===== config.mk =====
export PLATFORM = sky130hd
export DESIGN_NAME = ioctl_loader
export DESIGN_NICKNAME = d
export VERILOG_FILES = /design/src/rtl/ioctl_loader_pkg.sv /design/src/rtl/ioctl_loader_edge_det.sv /design/src/rtl/ioctl_loader.sv
export SDC_FILE = /design/constraint.sdc
export NUM_CORES = 1
export LEC_CHECK = 0
export BUFFER_PORTS_ARGS = -buffer_cell sky130_fd_sc_hd__buf_2
export CAP_MARGIN = 10
export CORE_ASPECT_RATIO = 0.5
export CORE_MARGIN = 2
export CORE_UTILIZATION = 44
export DETAILED_ROUTE_END_ITERATION = 16
export PLACE_DENSITY = 0.68
export SYNTH_ARGS = -nofsm -noshare
export SYNTH_HDL_FRONTEND = slang
export SYNTH_SLANG_ARGS = --single-unit

===== constraint.sdc =====
create_clock -name clk_sys -period 5.6 [get_ports clk_sys]
set_input_delay 0.56 -clock clk_sys [delete_from_list [all_inputs] [get_ports clk_sys]]
set_output_delay 0.56 -clock clk_sys [all_outputs]
set_load 0.02 [all_outputs]

===== src/rtl/ioctl_loader_pkg.sv =====
// Shared definitions for the ioctl download loader.
//   loader_state_t : top-level sequencing states
//   ROM_INDEX      : ioctl_index value that carries the game ROM image
//   DIP_INDEX_DEF  : default ioctl_index value that carries DIP switch bytes
//   CNT_W          : width of the saturating ROM byte counter
package loader_pkg;

  typedef enum logic [1:0] {
    BOOT    = 2'd0,
    LOADING = 2'd1,
    HOLD    = 2'd2,
    RUN     = 2'd3
  } loader_state_t;

  localparam logic [7:0] ROM_INDEX     = 8'd0;
  localparam logic [7:0] DIP_INDEX_DEF = 8'd254;
  localparam int         CNT_W         = 18;

endpackage


===== src/rtl/ioctl_loader_edge_det.sv =====
// Registered rise/fall detector.
//   clk_i  : clock
//   rst_i  : asynchronous active-high reset, clears the history register
//   sig_i  : level to watch
//   rise_o : sig_i high now, low last cycle
//   fall_o : sig_i low now, high last cycle
// Because the history clears to 0, a level already high when reset
// deasserts shows up as a rise on the first cycle.
module edge_det (
  input  logic clk_i,
  input  logic rst_i,
  input  logic sig_i,
  output logic rise_o,
  output logic fall_o
);

  logic sig_q;

  always_ff @(posedge clk_i or posedge rst_i) begin
    if (rst_i) begin
      sig_q <= 1'b0;
    end else begin
      sig_q <= sig_i;
    end
  end

  assign rise_o = sig_i & ~sig_q;
  assign fall_o = ~sig_i & sig_q;

endmodule


===== src/rtl/ioctl_loader.sv =====
// Glue between the hps_io ioctl download stream and the game core.
// Routes index-0 ROM bytes to the core write port, latches DIP bytes into
// an 8-byte switch bank, checks the ROM byte count and sequences core reset.
//   clk_sys        : system clock
//   reset          : asynchronous active-high reset
//   ioctl_download : download in progress
//   ioctl_index    : download target index
//   ioctl_wr       : one-cycle byte strobe
//   ioctl_addr     : byte address
//   ioctl_dout     : byte data
//   user_reset     : user reset request (menu or button)
//   dl_addr/dl_data/dl_wr : ROM write port to the core (latency 1)
//   dip_sw         : DIP bank, byte n in bits [8n+7:8n]
//   core_reset     : registered reset to the game core
//   rom_loaded     : a valid ROM image is present
//   rom_error      : last ROM download had a bad count or overflowed
module ioctl_loader
  import loader_pkg::*;
#(
  parameter int          DL_AW       = 17,
  parameter logic [16:0] ROM_BYTES   = 17'h1C000,
  parameter int          HOLD_CYCLES = 64,
  parameter logic [7:0]  DIP_INDEX   = DIP_INDEX_DEF
) (
  input  logic             clk_sys,
  input  logic             reset,
  input  logic             ioctl_download,
  input  logic [7:0]       ioctl_index,
  input  logic             ioctl_wr,
  input  logic [24:0]      ioctl_addr,
  input  logic [7:0]       ioctl_dout,
  input  logic             user_reset,
  output logic [DL_AW-1:0] dl_addr,
  output logic [7:0]       dl_data,
  output logic             dl_wr,
  output logic [63:0]      dip_sw,
  output logic             core_reset,
  output logic             rom_loaded,
  output logic             rom_error
);

  localparam logic [CNT_W-1:0] CNT_FULL = {1'b0, ROM_BYTES};
  localparam logic [7:0]       HOLD_M1  = 8'(HOLD_CYCLES - 1);

  loader_state_t    state_q;
  logic [CNT_W-1:0] cnt_q, cnt_base, cnt_d;
  logic             ovf_q, ovf_d;
  logic [7:0]       hold_q;
  logic             dl_wr_q;
  logic [DL_AW-1:0] dl_addr_q;
  logic [7:0]       dl_data_q;
  logic [63:0]      dip_q;
  logic             core_reset_q, loaded_q, error_q;

  logic rom_sel, dip_sel, in_range, rom_wr, ovf_wr;
  logic sel_rise, sel_fall;

  assign rom_sel  = ioctl_download & (ioctl_index == ROM_INDEX);
  assign dip_sel  = ioctl_wr & (ioctl_index == DIP_INDEX) & (ioctl_addr[24:3] == '0);
  assign in_range = ioctl_addr < {8'd0, ROM_BYTES};
  assign rom_wr   = ioctl_wr & rom_sel & in_range;
  assign ovf_wr   = ioctl_wr & rom_sel & ~in_range;

  edge_det u_sel_edge (
    .clk_i  (clk_sys),
    .rst_i  (reset),
    .sig_i  (rom_sel),
    .rise_o (sel_rise),
    .fall_o (sel_fall)
  );

  // A rise always means LOADING entry; clear the count and overflow first so
  // a write arriving on the entry cycle is still counted.
  always_comb begin
    cnt_base = sel_rise ? '0 : cnt_q;
    cnt_d    = cnt_base;
    if (rom_wr && (cnt_base != '1)) begin
      cnt_d = cnt_base + 1'b1;
    end
    ovf_d = (sel_rise ? 1'b0 : ovf_q) | ovf_wr;
  end

  // ROM write port and DIP bank
  always_ff @(posedge clk_sys or posedge reset) begin
    if (reset) begin
      dl_wr_q   <= 1'b0;
      dl_addr_q <= '0;
      dl_data_q <= '0;
      dip_q     <= '0;
    end else begin
      dl_wr_q <= rom_wr;
      if (rom_wr) begin
        dl_addr_q <= ioctl_addr[DL_AW-1:0];
        dl_data_q <= ioctl_dout;
      end
      if (dip_sel) begin
        dip_q[{ioctl_addr[2:0], 3'b000} +: 8] <= ioctl_dout;
      end
    end
  end

  // Load sequencing
  always_ff @(posedge clk_sys or posedge reset) begin
    if (reset) begin
      state_q      <= BOOT;
      cnt_q        <= '0;
      ovf_q        <= 1'b0;
      hold_q       <= '0;
      loaded_q     <= 1'b0;
      error_q      <= 1'b0;
      core_reset_q <= 1'b1;
    end else begin
      cnt_q        <= cnt_d;
      ovf_q        <= ovf_d;
      core_reset_q <= (state_q != RUN) | user_reset;
      // rom_sel is already high throughout LOADING, so a rise can only come
      // from BOOT, HOLD or RUN; it beats HOLD expiry.
      if (sel_rise) begin
        state_q  <= LOADING;
        loaded_q <= 1'b0;
        error_q  <= 1'b0;
      end else begin
        case (state_q)
          LOADING: begin
            if (sel_fall) begin
              if ((cnt_q == CNT_FULL) && !ovf_q) begin
                state_q <= HOLD;
                hold_q  <= HOLD_M1;
              end else begin
                state_q <= BOOT;
                error_q <= 1'b1;
              end
            end
          end
          HOLD: begin
            if (hold_q == '0) begin
              state_q  <= RUN;
              loaded_q <= 1'b1;
            end else begin
              hold_q <= hold_q - 8'd1;
            end
          end
          BOOT, RUN: ;
          default: state_q <= BOOT;
        endcase
      end
    end
  end

  assign dl_wr      = dl_wr_q;
  assign dl_addr    = dl_addr_q;
  assign dl_data    = dl_data_q;
  assign dip_sw     = dip_q;
  assign core_reset = core_reset_q;
  assign rom_loaded = loaded_q;
  assign rom_error  = error_q;

endmodule

Yosys cells after proc, flatten, opt, wreduce, memory -nomap -nowiden
Index checks and enable logic that the tools add are counted.
{ "totals": {"regBits": 123, "latchBits": 0, "mem_bits_rw": 0, "romBits": 0, "inputBits": 46, "out_inout_bits": 93, "elab_cells": 80, "n_memories": 0} }
{ "op_classes": {"n_addsub": 3, "multipliers": 0, "n_div": 0, "order_cmp": 1, "eq_ne": 12, "n_shift": 2, "mux": 20, "bitwise_logic": 14, "reduce_logical": 16} }
{ "op_table": {"columns": ["op", "n"], "rows": [
  ["64-bit bitwise mux", 1],
  ["8-bit by 8-bit variable shift with 64-bit output, first input constant", 1],
  ["8-bit by 8-bit indexed part select with 64-bit output", 1],
  ["18-bit 2-to-1 mux", 2],
  ["25-bit by 17-bit less-than comparator with 1-bit output, second input constant", 1],
  ["8-bit 2-to-1 mux", 3],
  ["22-bit zero test", 1],
  ["18-bit by 1-bit adder with 18-bit output, second input constant", 1],
  ["18-bit by 17-bit == test with 1-bit output, second input constant", 1],
  ["18-bit inequality test, second input constant", 1],
  ["8-bit zero test", 2],
  ["8-bit case mux with 2 select lines", 1],
  ["2-bit inequality test, second input constant", 5],
  ["2-bit nonzero test", 5],
  ["1-bit AND", 8],
  ["8-bit == test, second input constant", 1],
  ["1-bit 2-to-1 mux", 8],
  ["2-bit 2-to-1 mux", 4],
  ["6-bit negator with 8-bit output", 1],
  ["8-bit by 1-bit subtractor with 8-bit output, second input constant", 1],
  ["3-bit inequality test, second input constant", 2],
  ["3-bit AND reduction", 2],
  ["5-bit AND reduction", 1],
  ["1-bit NOT", 4],
  ["8 further kinds", 10]
]} }

Depth between registers and ports, before layout
{ "logic_depth": {"depth_word": 7, "ltp_mapped": 12, "depth_no_buf": 10} }

Cells and area by module
Synthesis repeated with hierarchy kept, for this count alone.
{ "unflattened": {"cells_unflattened": 447, "hier_area_um2": 5595.4} }
{ "by_module_without_submodules": {"columns": ["module", "n_inst", "cells_each", "area_each_um2", "seq_area_each_um2"], "rows": [
  ["ioctl_loader", 1, 443, 5551.6, 3054.2],
  ["edge_det", 1, 4, 43.8, 25.0]
]} }

Worst setup path after synthesis
Ideal clock, no wire load.
{ "synth_path": {"path_type": "in2reg", "start": "input ioctl_index[5]", "end": "register cnt_q[17]", "setup_time_ns": 0.125, "arrival_ns": 3.543, "required_time_ns": 5.475, "slack_ns": 1.932, "stages": 12, "n_path_buf": 2, "path_cell_list": "or4b_1 nor3_1 ha_1 clkbuf_1 clkbuf_1 nor2b_1 ha_1 and3b_1 and4_1 a211oi_2 nand4_1 mux2_2"} }
{ "synth_between": {"elab_chain_cells": 7, "word_cells_on_any_way": 10, "classes_between": "1 x add/sub; 1 x eq/ne; 2 x mux; 4 x bitwise; 2 x reduce/logical"} }
{ "synth_lines": {"columns": ["item", "line", "text"], "rows": [
  ["from (decl)", "ioctl_loader.sv:28", "input logic [7:0] ioctl_index,"],
  ["8-bit zero test (*)", "ioctl_loader.sv:58", "assign rom_sel = ioctl_download & (ioctl_index == ROM_INDEX);"],
  ["1-bit AND (*)", "ioctl_loader.sv:58", null],
  ["named net rom_sel", "ioctl_loader.sv:55", "logic rom_sel, dip_sel, in_range, rom_wr, ovf_wr;"],
  ["branches (longest 4 deep; another with 18-bit by 1-bit adder with 18-bit output)", null, null],
  ["18-bit 2-to-1 mux (*)", "ioctl_loader.sv:77", "if (rom_wr && (cnt_base != '1)) begin"],
  ["named net cnt_d[17]", "ioctl_loader.sv:46", "logic [CNT_W-1:0] cnt_q, cnt_base, cnt_d;"],
  ["to (signal assigned)", "ioctl_loader.sv:113", "cnt_q <= cnt_d;"],
  ["to (decl)", "ioctl_loader.sv:46", null]
]} }
Mark *: on every way through the listed nets, which the timed path passes.
A chain may end at the register's enable or synchronous reset.

Worst setup path in the final report
Ends and elaborated chain as after synthesis.

==> run_results.csv <==
group,metric,value,unit
status,status,"finished, final reports clean",
critical_path,crit_type,"in2reg",
final_layout,fillers,1059,
sta,hold_viol,0,
pwr,comb_power_share,7.3,%
critical_path,cp.required,5890,ps
sta,fin_crit,3498,ps
floorplan,core,12590,sq um
sta,period_share,62.46,%
final_layout,regArea,3079,sq um
placement,pre_cts_ws,1736,ps
global_routing,grtUsageTotal,20.04,%
synthesis,ys_ff_latch,123,
critical_path,rr_endpoint,"cnt_q[17]",
synthesis,async_flop_share,100.0,%
clock_tree,numCtsBuffers,17,
sta,relSlewSlack,30.83,%
final_layout,fin_area,7074,sq um
synthesis,synthTopCellsByArea,"dfrtp_1, mux2_2, ha_1",
floorplan,die_area,13770,sq um
clock_tree,hold_buffers,0,
pwr,p_sw_share,24.65,%
sta,setup_viol,0,
floorplan,ios,139,
final_layout,diodes,0,
pwr,power_switching,0.5294,mW
clock_tree,clockBufferDepth,2,
sta,max_freq,285.9,MHz
critical_path,endpoint_kind,"register",
floorplan,initial_utilization,44.71,%
floorplan,die_w,164.0,um
floorplan,num_rows,29,
synthesis,synth_enable_flop_cells,0,
clock_tree,cts.sinks,123,
pwr,intPower,1.619,mW
clock_tree,clk_latency,400,ps
placement,gp_congestion,0.8202,
pwr,power_density,303.7,nW/um^2
sta,rsz0062_at_grt,"no",
synthesis,syn-mean-instance-area,12.74,sq um
synthesis,netlist_area,5629,sq um
detailed_routing,wl_per_cell,16.88,um
synthesis,yosysSeqAreaShare,54.70,%
final_layout,drive_above_1_share,46.00,%
placement,hpwl,9071,um
critical_path,critPathArrivalTime,3780,ps
critical_path,rr_worst_depth,10,
sta,setup_tns,0,ps
sta,finClkSkew,9.514,ps
sta,holdWs,349.9,ps
final_layout,multi_input_area,2405,sq um
clock_tree,cts_tree,"built",
synthesis,yosysWarnings,0,
detailed_routing,drt-total-wl,13000,um
placement,placed_area,6487,sq um
final_layout,fin_util,56.19,%
detailed_routing,drcViolationCount,0,
detailed_routing,via_per_inst,5.158,
pwr,p_clk_share,50.3,%
critical_path,reg2reg_from,"u_sel_edge.sig_q",
critical_path,crit_fanout,36,
clock_tree,clk_pin_slew,60,ps
clock_tree,htreeDepth,4,
sta,worst_pin_slew,1030,ps
critical_path,start_kind,"input port",
detailed_routing,firstDrtPassIters,4,
pwr,seqPwrFrac,42.4,%
critical_path,reg2reg_slack,2890,ps
sta,worst_slack,2102,ps
synthesis,syn_inst,442,
detailed_routing,ant_nets,0,
flow_run,max-cap-violations,0,
global_routing,grt_pass1_wl,21200,um
global_routing,globalRouteOverflowTotal,0,
synthesis,yosysTopAreaCell,"dfrtp_1",
clock_tree,post-cts-setup-buffers,0,
synthesis,synth.top_cell.area_share,54.23,%
pwr,leakagePower,3.739,nW
global_routing,grt_max_degree,76,
floorplan,dieHeight,83.98,um
synthesis,synth.distinct_cells,56,
placement,io_buffers,138,
clock_tree,cts-root-buf,"clkbuf_16",
final_layout,syn_to_final_growth,25.67,%
worst_hold_path,hold_path_class,"in2async",
final_layout,nNetsFinal,643,
synthesis,synth_flop_cell,"dfrtp_1",
clock_tree,cts_resized,0,
detailed_routing,drt_iter0_markers,197,
global_routing,antenna_found_initial,0,
synthesis,syn_nets,498,
detailed_routing,vias,3972,
pwr,ir_drop,0.1559,mV
global_routing,grt_pass1_vias,4056,
sta,maxSlewViolCount,0,
-- cells in the mapped netlist, types with 3 or more instances --
cell	n
dfrtp_1	122
and4_1	4
and3_1	8
nand4_1	7
or4_1	5
nor3_1	5
mux2_2	82
clkbuf_1	9
nor4_1	9
or3_1	3
ha_1	10
buf_2	5
nor2b_1	12
inv_1	20
nand2_1	16
nand2b_1	6
nand3_1	16
a41oi_1	3
xnor2_1	9
nor2_1	22
mux2i_1	5
o21ai_0	3
a31oi_1	6
a21oi_1	9
mux2_4	8
-- sequential cells by signal (all words and copies together), names as in the netlist --
signal and cells:
cnt_q 18, core_reset 1, dl_addr 17, ovf_q 1, rom_error 1, rom_loaded 1, u_sel_edge.sig_q 1, dl_data 8
dip_sw 64, hold_q 8, state_q 2, dl_wr 1
-- stage by stage --
stage                     total power, mW  instances
after floorplan                     1.027        442
after global placement              1.082        738
after detailed placement            1.085        738
after CTS                           2.172        770
after global routing                2.238        770
final                               2.148        770
-- final cells by class --
type                    count  share of cell area (%)
inverters                  20                   1.097
clock buffers              19                   6.261
well taps                 170                   3.007
multi-input cells         284                   33.99
clock inverters            13                   2.034
flip-flops and latches    123                   43.53
repair buffers            141                   10.08
-- cell families (layout without fill, tap and decap cells) --
group           Yosys count  count (layout)  synth area share, %
compound gates           36              36                4.401
xor+xnor                  9               9                1.400
fa+ha+maj                10              10                2.223
buf+inv                  35             193                2.578
flops                   123             123                54.70
mux                      95              95                19.43
simple gates            134             134                15.27
-- metal layers --
metal	GRT usage, %	wire length, um	vias to the layer above
met2	33.77	6628	61
met4	6.061	98	0
met3	4.968	389	9
met5	0	0	-
li1	-	-	1904
met1	25.59	5882	1998
-- power by group through the flow --
stage	logic (mW)	clock network [mW]	registers, mW
after floorplan	0.0968	0	0.930
after global placement	0.155	0	0.927
after detailed placement	0.157	0	0.928
after CTS	0.158	1.10	0.912
after global routing	0.178	1.15	0.914
final	0.156	1.08	0.912
-- how the worst max path moves through the flow --
| stage | start | to | cells past startpoint |
|---|---|---|---|
| floorplan | reset | cnt_q[0] | 1 |
| detailed placement | ioctl_index[5] | cnt_q[17] | 12 |
| CTS | ioctl_index[5] | cnt_q[17] | 12 |
| finish | ioctl_index[5] | cnt_q[17] | 12 |
| global placement | ioctl_index[5] | cnt_q[17] | 12 |
| global route | ioctl_index[5] | cnt_q[17] | 12 |
-- critical path, stage by stage --
cell      delay (ps)
buf_2            100
or4b_1           560
nor3_1           340
ha_1             210
buf_4            320
nor2b_1          120
ha_1             240
and3b_1          230
and4_1           250
a211oi_2         380
nand4_1          180
mux2_2           300
-- placed cells by master, fill, tap and decap left out, types with 4 or more instances in the layout --
master / n
buf_2: 138
dfrtp_1: 122
mux2_2: 82
nor2_1: 22
inv_1: 19
clkbuf_16: 17
nand3_1: 16
nand2_1: 16
nor2b_1: 12
ha_1: 10
nor4_1: 9
a21oi_1: 9
xnor2_1: 9
and3_1: 8
mux2_4: 8
nand4_1: 7
a31oi_1: 6
nand2b_1: 6
or4_1: 5
nor3_1: 5
mux2i_1: 5
clkinv_4: 5
and4_1: 4
No activity file was read; power rests on OpenSTA's default activity.
